--- src/rtl/cp0_unit_if.sv ---
// cp0_unit_if
// Bundles the coprocessor-0 signals exchanged between the pipeline M stage
// and the CP0 block.
//   A1, A2, DIn, WE     : mfc0 read address, mtc0 write address/data/enable
//   M_PC, M_bd          : PC and delay-slot flag of the instruction in M
//   M_excCode           : exception code carried into M (31 = none)
//   HWInt               : external hardware interrupt lines
//   EXLClr              : eret in M, clears SR.EXL
//   IntReq, EPC, DOut   : redirect request, eret target, mfc0 read data
// The master modport is the pipeline side; the slave modport is the CP0 side.
interface cp0_unit_if;
    logic [4:0]  A1;
    logic [4:0]  A2;
    logic [31:0] DIn;
    logic        WE;
    logic [31:0] M_PC;
    logic        M_bd;
    logic [4:0]  M_excCode;
    logic [5:0]  HWInt;
    logic        EXLClr;
    logic        IntReq;
    logic [31:0] EPC;
    logic [31:0] DOut;

    modport master (
        output A1, A2, DIn, WE, M_PC, M_bd, M_excCode, HWInt, EXLClr,
        input  IntReq, EPC, DOut
    );

    modport slave (
        input  A1, A2, DIn, WE, M_PC, M_bd, M_excCode, HWInt, EXLClr,
        output IntReq, EPC, DOut
    );
endinterface

--- src/rtl/cp0_unit.sv ---
// cp0_unit
// Coprocessor 0: status (12), cause (13), EPC (14) and PRId (15) registers,
// interrupt/exception detection for the M stage, and mfc0/mtc0 access.
// Ports:
//   clk    : clock, all state updates on the rising edge
//   reset  : synchronous, active-high; clears SR, Cause and EPC
//   bus    : cp0_unit_if.slave carrying the read/write port, M-stage
//            exception information, interrupt lines and the outputs
//            IntReq (combinational), EPC and DOut (combinational)
module cp0_unit #(
    parameter logic [31:0] PRID = 32'h0000_2021
) (
    input  logic         clk,
    input  logic         reset,
    cp0_unit_if.slave    bus
);

    // SR fields
    logic [5:0]  im;
    logic        exl;
    logic        ie;
    // Cause fields
    logic        bd;
    logic [5:0]  ip;
    logic [4:0]  exc_code;
    // EPC
    logic [31:0] epc;

    logic        int_ok;
    logic        exc_ok;
    logic        int_req;
    logic [31:0] exc_pc;
    logic [31:0] sr_word;
    logic [31:0] cause_word;

    // Interrupts need an enabled, unmasked line; exceptions only need a real
    // code. Both are blocked while EXL is set, which is what makes nested
    // exceptions impossible and keeps eret and a new exception apart.
    always_comb begin
        int_ok  = (|(bus.HWInt & im)) & ie & ~exl;
        exc_ok  = (bus.M_excCode != 5'd31) & ~exl;
        int_req = int_ok | exc_ok;
        // A delay-slot instruction restarts at its branch, one word earlier.
        exc_pc  = bus.M_bd ? (bus.M_PC - 32'd4) : bus.M_PC;
    end

    // Register layout as seen by mfc0; unlisted bits read as zero.
    always_comb begin
        sr_word    = {16'd0, im, 8'd0, exl, ie};
        cause_word = {bd, 15'd0, ip, 3'd0, exc_code, 2'd0};
    end

    // State update. IP samples the lines every cycle regardless of anything
    // else. Taking an exception/interrupt overrides any mtc0 in the same
    // cycle; otherwise mtc0 writes SR or EPC, and eret clears EXL (also when
    // combined with an SR write, in which case IM/IE still take the data).
    always_ff @(posedge clk) begin
        if (reset) begin
            im       <= '0;
            exl      <= 1'b0;
            ie       <= 1'b0;
            bd       <= 1'b0;
            ip       <= '0;
            exc_code <= '0;
            epc      <= '0;
        end else begin
            ip <= bus.HWInt;
            if (int_req) begin
                exl      <= 1'b1;
                exc_code <= int_ok ? 5'd0 : bus.M_excCode;
                bd       <= bus.M_bd;
                epc      <= {exc_pc[31:2], 2'b00};
            end else begin
                if (bus.WE && (bus.A2 == 5'd12)) begin
                    im  <= bus.DIn[15:10];
                    ie  <= bus.DIn[0];
                    exl <= bus.EXLClr ? 1'b0 : bus.DIn[1];
                end else if (bus.EXLClr) begin
                    exl <= 1'b0;
                end
                if (bus.WE && (bus.A2 == 5'd14)) begin
                    epc <= {bus.DIn[31:2], 2'b00};
                end
            end
        end
    end

    // Outputs. Reads show the current register contents, never the value
    // being written this cycle.
    always_comb begin
        bus.IntReq = int_req;
        bus.EPC    = epc;
        case (bus.A1)
            5'd12:   bus.DOut = sr_word;
            5'd13:   bus.DOut = cause_word;
            5'd14:   bus.DOut = epc;
            5'd15:   bus.DOut = PRID;
            default: bus.DOut = 32'd0;
        endcase
    end

endmodule

--- src/flat_wrapper.sv ---
// flat-port wrapper written by rule: the top's interface ports become plain ports
module cp0_unit_flat 
#(
    parameter logic [31:0] PRID = 32'h0000_2021
)
  (clk, reset, bus_A1, bus_A2, bus_DIn, bus_WE, bus_M_PC, bus_M_bd, bus_M_excCode, bus_HWInt, bus_EXLClr, bus_IntReq, bus_EPC, bus_DOut);
  cp0_unit_if bus_i ();
  input  logic clk;
  input  logic reset;
  input wire logic [$bits(bus_i.A1)-1:0] bus_A1;
  input wire logic [$bits(bus_i.A2)-1:0] bus_A2;
  input wire logic [$bits(bus_i.DIn)-1:0] bus_DIn;
  input wire logic [$bits(bus_i.WE)-1:0] bus_WE;
  input wire logic [$bits(bus_i.M_PC)-1:0] bus_M_PC;
  input wire logic [$bits(bus_i.M_bd)-1:0] bus_M_bd;
  input wire logic [$bits(bus_i.M_excCode)-1:0] bus_M_excCode;
  input wire logic [$bits(bus_i.HWInt)-1:0] bus_HWInt;
  input wire logic [$bits(bus_i.EXLClr)-1:0] bus_EXLClr;
  output wire logic [$bits(bus_i.IntReq)-1:0] bus_IntReq;
  output wire logic [$bits(bus_i.EPC)-1:0] bus_EPC;
  output wire logic [$bits(bus_i.DOut)-1:0] bus_DOut;
  assign bus_i.A1 = bus_A1;
  assign bus_i.A2 = bus_A2;
  assign bus_i.DIn = bus_DIn;
  assign bus_i.WE = bus_WE;
  assign bus_i.M_PC = bus_M_PC;
  assign bus_i.M_bd = bus_M_bd;
  assign bus_i.M_excCode = bus_M_excCode;
  assign bus_i.HWInt = bus_HWInt;
  assign bus_i.EXLClr = bus_EXLClr;
  assign bus_IntReq = bus_i.IntReq;
  assign bus_EPC = bus_i.EPC;
  assign bus_DOut = bus_i.DOut;
  cp0_unit #(.PRID(PRID)) u_core (.clk(clk), .reset(reset), .bus(bus_i));
endmodule
--- config.mk ---
export PLATFORM = sky130hd
export DESIGN_NAME = cp0_unit_flat
export DESIGN_NICKNAME = d
export VERILOG_FILES = /design/src/rtl/cp0_unit_if.sv /design/src/rtl/cp0_unit.sv /design/src/flat_wrapper.sv
export SDC_FILE = /design/constraint.sdc
export NUM_CORES = 1
export LEC_CHECK = 0
export ABC_AREA = 1
export CAP_MARGIN = 20
export CORE_AREA = 4 4 129 69
export CTS_CLUSTER_DIAMETER = 50
export DETAILED_ROUTE_END_ITERATION = 12
export DIE_AREA = 0 0 133 73
export PLACE_DENSITY = 0.82
export SYNTH_ARGS = -nofsm -noshare
export SYNTH_HDL_FRONTEND = slang
export SYNTH_SLANG_ARGS = --single-unit
--- constraint.sdc ---
create_clock -name clk -period 2.2 [get_ports clk]
set_input_delay 0.44 -clock clk [delete_from_list [all_inputs] [get_ports clk]]
set_output_delay 0.44 -clock clk [all_outputs]
set_load 0.01 [all_outputs]
; ---- Yosys cells after proc, flatten, opt, wreduce, memory -nomap -nowiden
; Cells that the tools add are included.
[word_totals]
regBits = 50
elab_cells = 37
[op_classes]
eq_ne = 7
mux = 9
n_bitwise = 7
addsub = 1
reduce_logical = 6
[ops]
columns = op, n
row1 = one-hot mux 32 bit (4 select lines), 1
row2 = two-way mux 32 bit, 3
row3 = "subtractor 32 x 3 -> 32 bit, second input constant", 1
row4 = "== test 5 x 4 -> 1 bit, second input constant", 6
row5 = bitwise AND 6 bit, 1
row6 = OR reduction 6 bit, 1
row7 = two-way mux 5 bit, 1
row8 = "!= test 5 bit, second input constant", 1
row9 = two-way mux 1 bit, 4
row10 = bitwise AND 1 bit, 3
row11 = nonzero test 3 bit, 1
row12 = logical AND 1 bit, 2
row13 = NOT 1 bit, 2
row14 = AND reduction 2 bit, 1
row15 = nonzero test 2 bit, 1
row16 = bitwise OR 1 bit, 1

; ---- Depth between registers and ports, before layout
; Gate-level depths: netlist of the first run.
[depth]
ltp_word = 7
ltp_mapped = 14
mapped_depth_nobuf = 14

; ---- Worst setup path before layout of the first run
; Ideal clock, no wire load.
[synth_timing]
path_type = input -> output
startpoint = input bus_HWInt[2]
endpoint = output bus_IntReq
stages = 8
slack_ns = 0.610
required_ns = 1.760
arrival_time_ns = 1.150
path_cell_list = inv_1 > o21ai_1 > nor2_1 > nand2_2 > nand3_2 > nand2_4 > buf_6 > buf_6
[synth_via]
elab_chain_cells = 5
[synth_rtl]
columns = item, line
row1 = from (decl), flat_wrapper.sv:17  ; input wire logic [$bits(bus_i.HWInt)-1:0] bus_HWInt;
row2 = bitwise AND 6 bit, cp0_unit.sv:40  ; int_ok = (|(bus.HWInt & im)) & ie & ~exl;
row3 = OR reduction 6 bit, cp0_unit.sv:40
row4 = bitwise AND 1 bit (2 in series), cp0_unit.sv:40
row5 = bitwise OR 1 bit, cp0_unit.sv:42  ; int_req = int_ok | exc_ok;
row6 = to (decl), flat_wrapper.sv:19  ; output wire logic [$bits(bus_i.IntReq)-1:0] bus_IntReq;
; No other way between the ends.

; ---- Worst setup path in the final report of the first run
[layout_timing]
startpoint = input bus_M_excCode[0]
endpoint = output bus_IntReq
[layout_via]
elab_chain_cells = 3
[layout_rtl]
columns = item, line
row1 = from (decl), flat_wrapper.sv:16  ; input wire logic [$bits(bus_i.M_excCode)-1:0] bus_M_excCode;
row2 = != test 5 bit, cp0_unit.sv:41  ; exc_ok = (bus.M_excCode != 5'd31) & ~exl;
row3 = bitwise AND 1 bit, cp0_unit.sv:41
row4 = bitwise OR 1 bit, cp0_unit.sv:42
; No other way between the ends.

==> reports/summary.md, run 1 <==
- metal3 WL: 1410 microns
- die boundary height: 73 microns
- critical register-to-register path startpoint: u_core.im[4]$_SDFFE_PP0P_
- clock latency on the worst-skew pair: 0.29 ns
- router iterations before antenna repair: 5
- proportion of layout cells with a drive suffix above 1: 0.156
- Max stage delay on crit path: 0.52 ns
- total I/O pin count: 155
- RSZ-0062 raised after global routing: no
- outcome: finished, final reports clean
- master cell of the clock root buffer: sky130_fd_sc_hd__clkbuf_16
- critical path cell sequence: clkdlybuf4s50_1 > nand4_1 > o21ai_1 > nand2_4 > clkdlybuf4s15_1
- post-route clock skew: 0.00535 ns
- area enclosed by the die boundary: 9710 sq um
- number of buffers added on ports: 150
- vias per cell: 5.13
- part of the cycle the worst path needs: 0.976
- total of hold buffers inserted after clock tree synthesis: 0
- Pwr Density: 485 nW/um^2
- post-layout utilization of the core: 0.705
- number of DRC violations after detailed-routing iteration 0: 499
- Post-Place Cells: 852
- setup-violating endpoint count in the final report: 0
- biggest area consumer among synthesized cells: sky130_fd_sc_hd__dfxtp_1
- pin count of the biggest net entering global routing: 23
- Initial Utilization: 0.451
- count of final hold-check violations: 0
- clock slew seen by the registers of the worst setup and hold paths: 0.07 ns
- proportion of synthesized flip-flops having asynchronous set or reset: 0
- Synth Cell Area: 3520 sq um
- Register-to-Register Setup Slack: 0.43 ns
- area grow syn2layout: 56.2%
- ranking of synthesized cells by instance count: sky130_fd_sc_hd__nand2_1, sky130_fd_sc_hd__nor2_1, sky130_fd_sc_hd__inv_1
- critical path endpoint category: primary output
- Met2 Routed Length: 5910 microns
- Cell variety after synth: 37
- NumNets Final: 845
- peak supply drop: 471 uV
- number of buffers inserted during clock tree synthesis: 5
- clock tree from TritonCTS: built
- HPWL after detailed placement: 10700 microns
- Hold Crit Start: u_core.bus.EPC[29]$_SDFFE_PP0P_
- leftover overflow at the end of global routing: 0
- Critical Path Fanout Max: 2
- Max stage delay cell, worst path: sky130_fd_sc_hd__clkdlybuf4s50_1
- Synth Area per Inst: 6.05 sq um
- share of the synthesized area in the top cell type: 0.284
- placeable core region: 7800 sq um
- Horiz. Die Dim: 133 microns
- highest clock rate: 466 MHz
- number of inserted filler cells in the final layout: 648
- leading post-synthesis cells by cell area: sky130_fd_sc_hd__dfxtp_1, sky130_fd_sc_hd__nand2_1, sky130_fd_sc_hd__nor2_1
- register bit total from synthesis: 50
- final weighted congestion in routability-driven placement: 0.961
- worst setup path startpoint: bus_M_excCode[0]
- number of buffers between clock root and the deepest sink: 2
- number of cells produced by synthesis: 582
- Setup Total Neg Slack: 0 ns
- startpoint type of the worst setup path: primary input
- antenna violations before repair: 0
- number of global-route vias before repair: 4308
- worst setup path category: primary input to primary output
- antenna cells: 0
- area taken by flip-flops and latches: 1000 sq um
- most used standard cell by instance count after synthesis: sky130_fd_sc_hd__nand2_1
- post-route antenna net violation count: 0
- filler-free cell count of the finished design: 867
- WL/cell: 15.7 microns
- cell area after placement: 5340 sq um
- Hold Path Stages: 2
- Max Cap Viol: 0
- vias after detailed routing: 4450
- Worst Reg2Reg Path Length in Cells: 11
- total area of multi-input combinational cells: 2070 sq um
- wirelength, routed: 13600 microns
- H-tree levels: 2
- endpoint required time on the critical path: 1.76 ns
- hold worst-path end: u_core.bus.EPC[29]$_SDFFE_PP0P_
- post-route met1 wirelength: 6160 microns
- number of rows created at floorplan: 23
- buffers and inverters on the worst path: 2
- Design Area, Final: 5500 sq um
- post-route minimum period: 2.15 ns
- flip-flop cell with the highest count after synthesis: sky130_fd_sc_hd__dfxtp_1
- reg2reg end: u_core.ie$_SDFFE_PP0P_
- top layer in use: met4
- GRT Total Usage: 0.274
- critical path data arrival time: 1.71 ns
- wire length of the first global-routing pass: 21600 microns
- count of flip-flops with a built-in enable after synthesis: 0
- Top delay family on crit path: buffers and inverters
- HP Class: register to register
- yosys warns: 0
- remaining routing DRC violations: 0
- sequential element share of the synthesized area: 0.284
- Final Max Tran Viols: 0
- Static Leak: 2.52 nW
- clock net sink count: 50
per-layer routing:
layer  vias to the layer above  GRT usage
met1                      2017      0.377
met2                       252      0.451
li1                       2165          -
met3                        16     0.0640
met4                         0     0.0403
met5                         -          0
how the worst max path moves through the flow:
stage	endpoint	slack, ns	depth (start not counted)
6_report	bus_IntReq	0.05	5
5_1_grt	bus_IntReq	0.02	8
3_5_place_dp	bus_DOut[6]	-0.48	6
4_1_cts	bus_DOut[11]	-0.04	7
3_3_place_gp	bus_DOut[4]	-0.42	6
2_1_floorplan	bus_IntReq	0.61	8
flip-flops by register name (all words and copies together), names as in the netlist:
register         flops
u_core.exc_code      5
u_core.im            6
u_core.bus.EPC      30
u_core.exl           1
u_core.bd            1
u_core.ie            1
u_core.ip            6
cells by family after synthesis:
kind of cell	count (synthesis)	share of synthesized area
buf+inv	114	0.138
simple gates	311	0.394
flops	50	0.284
fa+ha+maj	1	0.00355
xor+xnor	13	0.0324
other cells	1	0.00107
compound gates	92	0.147
cell type report:
type | count | share of cell area
Inverter | 92 | 0.0649
Sequential cell | 50 | 0.182
Clock inverter | 2 | 0.00683
Clock buffer | 6 | 0.0234
Multi-Input combinational cell | 419 | 0.377
Tap cell | 112 | 0.0255
Timing Repair Buffer | 186 | 0.321
tightest hold or removal path: stages (launching register included):
cell and delay, ns:
sky130_fd_sc_hd__dfxtp_1 0.33, sky130_fd_sc_hd__nand2_1 0.06, sky130_fd_sc_hd__a21oi_1 0.05
per-stage QoR:
step | hold WS (ns) | power [mW] | setup WS [ns]
final | 0.488 | 2.66 | 0.0539
after detailed placement | 0.481 | 1.77 | -0.479
after global placement | 0.459 | 1.76 | -0.420
after floorplan | 0.424 | 1.35 | 0.610
after global routing | 0.508 | 2.77 | 0.0162
after CTS | 0.492 | 2.65 | -0.0366
cells in the final DEF (no fill, tap or decap), types with 3 or more instances in the layout:
cell type                         instances
sky130_fd_sc_hd__nand2_1                154
sky130_fd_sc_hd__clkdlybuf4s50_1        112
sky130_fd_sc_hd__inv_1                   80
sky130_fd_sc_hd__nor2_1                  79
sky130_fd_sc_hd__dfxtp_1                 50
sky130_fd_sc_hd__o21ai_0                 36
sky130_fd_sc_hd__a21oi_1                 29
sky130_fd_sc_hd__nand3_1                 27
sky130_fd_sc_hd__buf_4                   27
sky130_fd_sc_hd__buf_2                   21
sky130_fd_sc_hd__xor2_1                  13
sky130_fd_sc_hd__nand2_2                 11
sky130_fd_sc_hd__dlygate4sd2_1           11
sky130_fd_sc_hd__nor2_2                   9
sky130_fd_sc_hd__inv_2                    9
sky130_fd_sc_hd__nor2_4                   8
sky130_fd_sc_hd__nand4_1                  8
sky130_fd_sc_hd__o21ai_1                  8
sky130_fd_sc_hd__buf_12                   8
sky130_fd_sc_hd__a31oi_1                  6
sky130_fd_sc_hd__nor3_1                   5
sky130_fd_sc_hd__clkbuf_16                5
sky130_fd_sc_hd__nor3_2                   4
sky130_fd_sc_hd__o211ai_1                 3
sky130_fd_sc_hd__a22o_1                   3
sky130_fd_sc_hd__clkdlybuf4s15_1          3
where the power goes:
part / internal, mW / switching [mW]
clock: 0.538 / 0.362
combinational: 0.377 / 0.360
sequential: 0.974 / 0.0516
repair_timing:
| action | CTS | global route |
|---|---|---|
| resized for setup | 121 | 5 |
| endpoints found under the hold margin | 0 | 0 |
| pin swaps | 4 | 3 |
| endpoints found under the setup margin | 33 | 14 |
| buffers inserted | 9 | 0 |
Note: power is estimated with default switching activity, not from simulation.
==> run 2, diff against run 1 <==
Settings changed: GPL_TIMING_DRIVEN from default to 0, PLACE_DENSITY 0.82 to 0.86.
==> run 2 against run 1 <==
Net effect: global-route usage is 1.3 points higher; critical path depth rose by 3; clock power rose by 2%; die area is the same; core utilization down 0.69 points; final cell count decreased by 0.92%; sequential power barely moved; first-iteration DRC count decreased by 17%; register-to-register slack worse by 0.06 ns; largest power group unchanged.
==> reports/summary.md, run 2 (synthesized netlist as in run 1, its figures left out) <==
- remaining routing DRC violations: 0, unchanged
- Design Area, Final: 5440 sq um, -0.98%
- placeable core region: 7800 sq um, unchanged
- critical path endpoint category: primary output
- Register-to-Register Setup Slack: 0.37 ns, -0.06 ns
- worst setup path endpoint: bus_DOut[4]
- filler-free cell count of the finished design: 859, -0.92%
- number of global-route vias before repair: 4236, -1.7%
- startpoint type of the worst setup path: primary input
- HP Class: register to register
- GRT Total Usage: 0.287, +0.0131
- critical path data arrival time: 1.69 ns, -0.02 ns
- number of flip-flops under the largest register name: 30, unchanged
- pin count of the biggest net entering global routing: 19, -17%
- leftover overflow at the end of global routing: 0, unchanged
- commonest non-fill, non-tap cell in the layout: sky130_fd_sc_hd__nand2_1
- total I/O pin count: 155, unchanged
- clock latency on the worst-skew pair: 0.29 ns, about the same
- proportion of layout cells with a drive suffix above 1: 0.119, -0.0371
- clock slew seen by the registers of the worst setup and hold paths: 0.07 ns, about the same
- Critical Path Fanout Max: 5, +3
- part of the cycle the worst path needs: 0.968, -0.00785
- total area of multi-input combinational cells: 2090 sq um, +1.1%
- most used cells in the layout excluding fill and tap cells: sky130_fd_sc_hd__nand2_1, sky130_fd_sc_hd__clkdlybuf4s50_1, sky130_fd_sc_hd__inv_1, sky130_fd_sc_hd__nor2_1, sky130_fd_sc_hd__dfxtp_1
- Static Leak: 2.50 nW, -0.76%
- HPWL after detailed placement: 11300 microns, +5.5%
- count of final hold-check violations: 0, unchanged
- number of inserted filler cells in the final layout: 655, +1.1%
- peak supply drop: 303 uV, -36%
- area enclosed by the die boundary: 9710 sq um, unchanged
- highest clock rate: 470 MHz, +0.81%
- Final Max Tran Viols: 0, unchanged
- antenna violations before repair: 0, unchanged
- antenna cells: 0, unchanged
- post-route antenna net violation count: 0, unchanged
- setup-violating endpoint count in the final report: 0, unchanged
- worst setup path category: primary input to primary output
- RSZ-0062 raised after global routing: no
- Horiz. Die Dim: 133 microns, unchanged
- H-tree levels: 2, unchanged
- outcome: finished, final reports clean
- clock net sink count: 50, unchanged
- reg2reg end: u_core.bus.EPC[26]$_SDFFE_PP0P_
- endpoint required time on the critical path: 1.76 ns, about the same
- final weighted congestion in routability-driven placement: 0.911, -5.2%
- Worst Reg2Reg Path Length in Cells: 12, +1
- router iterations before antenna repair: 5, unchanged
- vias after detailed routing: 4557, +2.4%
- Max Cap Viol: 0, unchanged
- Pwr Density: 491 nW/um^2, +1.4%
- NumNets Final: 838, -0.83%
- area taken by flip-flops and latches: 1000 sq um, unchanged
- cell area after placement: 5150 sq um, -3.5%
- master cell of the clock root buffer: sky130_fd_sc_hd__clkbuf_16
- wire length of the first global-routing pass: 21700 microns, +0.86%
- Post-Place Cells: 844, -0.94%
- number of buffers added on ports: 149, -0.67%
- area grow syn2layout: 54.6%
- wirelength, routed: 14400 microns, +6.1%
- vias per cell: 5.31, +3.4%
- number of DRC violations after detailed-routing iteration 0: 412, -17%
- critical register-to-register path startpoint: u_core.im[3]$_SDFFE_PP0P_
- number of rows created at floorplan: 23, unchanged
- total of hold buffers inserted after clock tree synthesis: 0, unchanged
- Initial Utilization: 0.451, unchanged
- Max-Slew Margin vs Limit: 0.600
- post-route minimum period: 2.13 ns, -0.0173 ns
- worst slew pin tran: 0.600 ns
- WL/cell: 16.8 microns, +7.1%
- clock tree from TritonCTS: built
- die boundary height: 73 microns, unchanged
- post-route clock skew: 0.00391 ns, -0.00144 ns
- number of buffers between clock root and the deepest sink: 2, unchanged
- worst setup path startpoint: bus_A1[2]
- number of buffers inserted during clock tree synthesis: 5, unchanged
run 2: area by class of cell:
| cell class | count | area share |
|---|---|---|
| timing repair buffer | 157 | 0.277 |
| timing repair inverter | 1 | 0.000920 |
| sequential | 50 | 0.184 |
| clock inverter | 1 | 0.00552 |
| buffer | 21 | 0.0310 |
| clock buffer | 6 | 0.0255 |
| multi-input combinational | 419 | 0.384 |
| inverter | 92 | 0.0660 |
| tap | 112 | 0.0257 |
run 2: metal layers:
metal	part of all wire	track usage	vias to the layer above	routed length, microns
li1	-	-	2153	-
met1	0.43	0.394	2061	6210
met2	0.41	0.447	313	5980
met3	0.14	0.0868	30	2040
met4	0.015	0.0634	0	210
met5	0	0	-	0
run 2: power breakdown:
part | internal (mW) | switching (mW)
clock network | 0.562 | 0.351
registers | 0.975 | 0.0493
logic | 0.360 | 0.377
run 2: how the worst min path moves through the flow:
| stage | startpoint | end | slack, ns | depth (start not counted) |
|---|---|---|---|---|
| 6_report | u_core.bus.EPC[14]$_SDFFE_PP0P_ | u_core.bus.EPC[14]$_SDFFE_PP0P_ | 0.49 | 2 |
| 5_1_grt | u_core.bus.EPC[14]$_SDFFE_PP0P_ | u_core.bus.EPC[14]$_SDFFE_PP0P_ | 0.52 | 2 |
| 4_1_cts | u_core.exc_code[0]$_SDFFE_PP0N_ | u_core.exc_code[0]$_SDFFE_PP0N_ | 0.48 | 2 |
| 3_5_place_dp | u_core.bd$_SDFFE_PP0N_ | u_core.bd$_SDFFE_PP0N_ | 0.44 | 2 |
| 3_3_place_gp | u_core.bd$_SDFFE_PP0N_ | u_core.bd$_SDFFE_PP0N_ | 0.44 | 2 |
| 2_1_floorplan | u_core.bd$_SDFFE_PP0N_ | u_core.bd$_SDFFE_PP0N_ | 0.42 | 2 |
run 2: metrics by stage:
stage,setup TNS [ns],worst slack [ns],hold slack (ns),utilization,power [mW]
5_1_grt,0,0.00130,0.517,0.698,2.76
3_3_place_gp,-15.02,-0.596,0.438,0.661,1.73
6_report,0,0.0712,0.488,0.698,2.68
2_1_floorplan,0,0.610,0.424,-,1.35
4_1_cts,0,0.0451,0.481,0.695,2.65
3_5_place_dp,-18.08,-0.689,0.444,0.661,1.75
run 2: worst max-delay path: stages:
cell	delay, ns
sky130_fd_sc_hd__dlygate4sd2_1	0.24
sky130_fd_sc_hd__nand2_2	0.12
sky130_fd_sc_hd__nor2_4	0.06
sky130_fd_sc_hd__buf_4	0.13
sky130_fd_sc_hd__nand2_4	0.10
sky130_fd_sc_hd__clkinv_4	0.09
sky130_fd_sc_hd__a22o_1	0.21
sky130_fd_sc_hd__dlygate4sd2_1	0.29
run 2: timing repair:
action                                  CTS  global route
cloned                                    1             1
hold endpoints to repair                  0             0
buffers inserted                          5             2
pin swaps                                 5             5
gates resized for setup                  76             7
endpoints found under the setup margin   33             6
==> run 3, diff against run 2 <==
Settings changed: ABC_AREA 1 to default, CORE_AREA 4 4 129 69 to 4 4 140 75, DIE_AREA 0 0 133 73 to 0 0 144 79, PLACE_DENSITY 0.86 to 0.7.
==> run 3 against run 2 <==
Net effect: first-iteration DRC count fell by 16%; clock skew rose by 0.0031 ns; fmax fell by 1.2%; synthesized area fell by 9.5%; design area fell by 2.8%; setup slack got worse by 0.025 ns; synthesized cell count fell by 29%; register-to-register slack got worse by 0.19 ns; final cell count fell by 17%; wire length fell by 4.4%; sequential cell count did not move; via count fell by 15%; critical path type unchanged; critical endpoint is now bus_DOut[30].
==> reports/summary.md, run 3 <==
- outcome: finished, final reports clean
- Final Max Tran Viols: 0, unchanged
- wirelength, routed: 13800 microns, -4.4%
- HP Class: register to register
- area grow syn2layout: 66.1%
- clock latency on the worst-skew pair: 0.30 ns, about the same
- wire length of the first global-routing pass: 20200 microns, -7.1%
- number of buffers between clock root and the deepest sink: 2, unchanged
- commonest non-fill, non-tap cell in the layout: sky130_fd_sc_hd__clkdlybuf4s50_1
- portion of netlist area occupied by mux cells: 0.0440, +0.0440
- remaining routing DRC violations: 0, unchanged
- register bit total from synthesis: 50, unchanged
- endpoint required time on the critical path: 1.76 ns, about the same
- adder-cell share of the synthesized area: 0.00393, +0.000374
- Cell variety after synth: 51, +38%
- startpoint type of the worst setup path: primary input
- number of flip-flops under the largest register name: 30, unchanged
- die boundary height: 79 microns, +8.2%
- number of DRC violations after detailed-routing iteration 0: 346, -16%
- WL/cell: 19.4 microns, +16%
- vias per cell: 5.43, +2.4%
- area taken by flip-flops and latches: 1000 sq um, unchanged
- leftover overflow at the end of global routing: 0, unchanged
- worst setup path category: primary input to primary output
- clock tree from TritonCTS: built
- total area of multi-input combinational cells: 2190 sq um, +4.8%
- total I/O pin count: 155, unchanged
- highest clock rate: 464 MHz, -1.2%
- number of buffers added on ports: 148, -0.67%
- HPWL after detailed placement: 10500 microns, -6.7%
- post-synthesis xor/xnor area fraction: 0.0688, +0.0364
- setup-violating endpoint count in the final report: 0, unchanged
- part of the cycle the worst path needs: 0.979, +0.0113
- Pwr Density: 492 nW/um^2, about the same
- fraction of the mapped netlist area in compound gates: 0.177, +0.0304
- ranking of synthesized cells by instance count: sky130_fd_sc_hd__nand2_1, sky130_fd_sc_hd__nor2_1, sky130_fd_sc_hd__dfxtp_1
- count of final hold-check violations: 0, unchanged
- critical path cell sequence: dlygate4sd2_1 > nand3b_1 > nor2b_4 > buf_6 > clkbuf_8 > and2_1 > dlygate4sd2_1
- area enclosed by the die boundary: 11400 sq um, +17%
- post-route antenna net violation count: 0, unchanged
- Critical Path Fanout Max: 3, -2
- worst slack after detailed placement: -1.70 ns, -1.01 ns
- Max stage delay on crit path: 0.26 ns, -0.03 ns
- placeable core region: 9230 sq um, +18%
- Static Leak: 2.21 nW, -12%
- GRT Total Usage: 0.233, -0.0543
- NumNets Final: 680, -19%
- dominant combinational cell family by area after synthesis: simple AND/OR/NAND/NOR gates
- Synth Cell Area: 3180 sq um, -9.5%
- Horiz. Die Dim: 144 microns, +8.3%
- number of buffers inserted during clock tree synthesis: 5, unchanged
- overall power of the completed layout: 2.60 mW, -2.8%
- leading post-synthesis cells by cell area: sky130_fd_sc_hd__dfxtp_1, sky130_fd_sc_hd__nand2_1, sky130_fd_sc_hd__nor2_1
- router iterations before antenna repair: 5, unchanged
- Initial Utilization: 0.345, -0.106
- sequential element share of the synthesized area: 0.314, +0.0299
- vias after detailed routing: 3861, -15%
- antenna cells: 0, unchanged
- count of flip-flops with a built-in enable after synthesis: 0, unchanged
- H-tree levels: 2, unchanged
- critical path data arrival time: 1.71 ns, +0.02 ns
- Max Cap Viol: 0, unchanged
- flip-flop cell with the highest count after synthesis: sky130_fd_sc_hd__dfxtp_1
- slack of the critical path: 0.0463 ns, -0.0249 ns
- worst slew pin tran: 0.683 ns, +0.0823 ns
- number of rows created at floorplan: 25, +8.7%
- Synth Area per Inst: 7.73 sq um, +28%
- Max-Slew Margin vs Limit: 0.545, -0.0549
- clock net sink count: 50, unchanged
- proportion of layout cells with a drive suffix above 1: 0.168, +0.0487
- proportion of synthesized flip-flops having asynchronous set or reset: 0, unchanged
- yosys warns: 0, unchanged
- simple-gate area share of the yosys netlist: 0.350, -0.0430
- number of global-route vias before repair: 3612, -15%
- post-route clock skew: 0.00704 ns, +0.00313 ns
- peak supply drop: 311 uV, +2.7%
- pin count of the biggest net entering global routing: 18, -1
- critical path endpoint category: primary output
- most used standard cell by instance count after synthesis: sky130_fd_sc_hd__nand2_1
- number of inserted filler cells in the final layout: 854, +30%
- master cell of the clock root buffer: sky130_fd_sc_hd__clkbuf_16
- Max stage delay cell, worst path: sky130_fd_sc_hd__dlygate4sd2_1
- clock slew seen by the registers of the worst setup and hold paths: 0.07 ns, about the same
- Register-to-Register Setup Slack: 0.18 ns, -0.19 ns
- biggest area consumer among synthesized cells: sky130_fd_sc_hd__dfxtp_1
- antenna violations before repair: 0, unchanged
- final weighted congestion in routability-driven placement: 0.878, -3.7%
- share of the synthesized area in the top cell type: 0.314, +0.0299
- total of hold buffers inserted after clock tree synthesis: 0, unchanged
- most frequent CP cell: sky130_fd_sc_hd__dlygate4sd2_1
- post-route minimum period: 2.15 ns, +0.0249 ns
- number of cells produced by synthesis: 412, -29%
- most used cells in the layout excluding fill and tap cells: sky130_fd_sc_hd__clkdlybuf4s50_1, sky130_fd_sc_hd__nand2_1, sky130_fd_sc_hd__nor2_1, sky130_fd_sc_hd__dfxtp_1, sky130_fd_sc_hd__dlygate4sd2_1
[run 3: cell types whose count changed in the layout (fill, tap and decap cells not counted), moves of 11 or more]
cell	before	now
sky130_fd_sc_hd__a311oi_1	0	16
sky130_fd_sc_hd__a31o_2	0	12
sky130_fd_sc_hd__and2_1	0	18
sky130_fd_sc_hd__clkdlybuf4s50_1	112	88
sky130_fd_sc_hd__dlymetal6s2s_1	0	11
sky130_fd_sc_hd__inv_1	79	3
sky130_fd_sc_hd__mux2i_1	0	14
sky130_fd_sc_hd__nand2_1	155	72
sky130_fd_sc_hd__nand3_1	27	10
sky130_fd_sc_hd__nor2_1	79	50
sky130_fd_sc_hd__nor2_4	11	0
sky130_fd_sc_hd__o21ai_0	36	1
sky130_fd_sc_hd__xnor2_1	0	18
[run 3: kinds of logic (layout without fill, tap and decap cells)]
kind of cell             after synthesis  count (layout)
AND/OR/NAND/NOR                      213             213
buffers and inverters                 31             208
multiplexers                          14              14
XOR/XNOR                              25              25
AO/OA/AOI/OAI                         77              77
adder cells (fa/ha/maj)                1               1
other                                  1               2
flip-flops                            50              50
[run 3: critical path, delay by kind of cell]
| family | cells | cell delay, ns |
|---|---|---|
| AND/OR/NAND/NOR | 3 | 0.52 |
| buffers and inverters | 4 | 0.74 |
[run 3: layout make-up]
class | instances | share of cell area
Clock buffer | 5 | 0.0237
Timing Repair Buffer | 170 | 0.305
Tap cell | 121 | 0.0286
Clock inverter | 3 | 0.00473
Multi-Input combinational cell | 332 | 0.415
Sequential cell | 50 | 0.189
Inverter | 4 | 0.00331
Buffer | 26 | 0.0308
[run 3: worst paths after layout]
check / from / end / cells after the start
max: bus_A1[4] / bus_DOut[30] / 7
min: u_core.exc_code[3]$_SDFFE_PP0N_ / u_core.exc_code[3]$_SDFFE_PP0N_ / 2
min reg2reg: u_core.exc_code[3]$_SDFFE_PP0N_ / u_core.exc_code[3]$_SDFFE_PP0N_ / 2
max reg2reg: u_core.im[0]$_SDFFE_PP0P_ / u_core.im[4]$_SDFFE_PP0P_ / 7
[run 3: timing repair]
item	CTS	global route
endpoints found under the setup margin	68	42
resized for setup	115	35
gates cloned	1	0
setup buffers	14	7
pin swaps	10	9
hold endpoints to repair	0	0
[run 3: layer usage]
layer	up-vias	GRT usage	routed length (microns)
met1	1843	0.357	6830
met2	183	0.317	5540
met4	0	0.0357	88
met5	-	0	0
met3	9	0.0740	1350
li1	1826	-	-
[run 3: stage by stage]
step                instances  setup TNS [ns]  hold WS, ns  utilization  instance area [sq um]
floorplan                 413               0        0.429            -                   3190
global placement          682          -51.42        0.443        0.522                   4820
detailed placement        682          -54.05        0.448        0.522                   4820
CTS                       705               0        0.456        0.560                   5170
global route              711         -0.0823        0.474        0.573                   5290
finish                    711               0        0.457        0.573                   5290
[run 3: power by group]
group          switching, mW  internal, mW
combinational          0.357         0.389
sequential            0.0637         0.980
clock                  0.382         0.429
total                  0.802          1.80
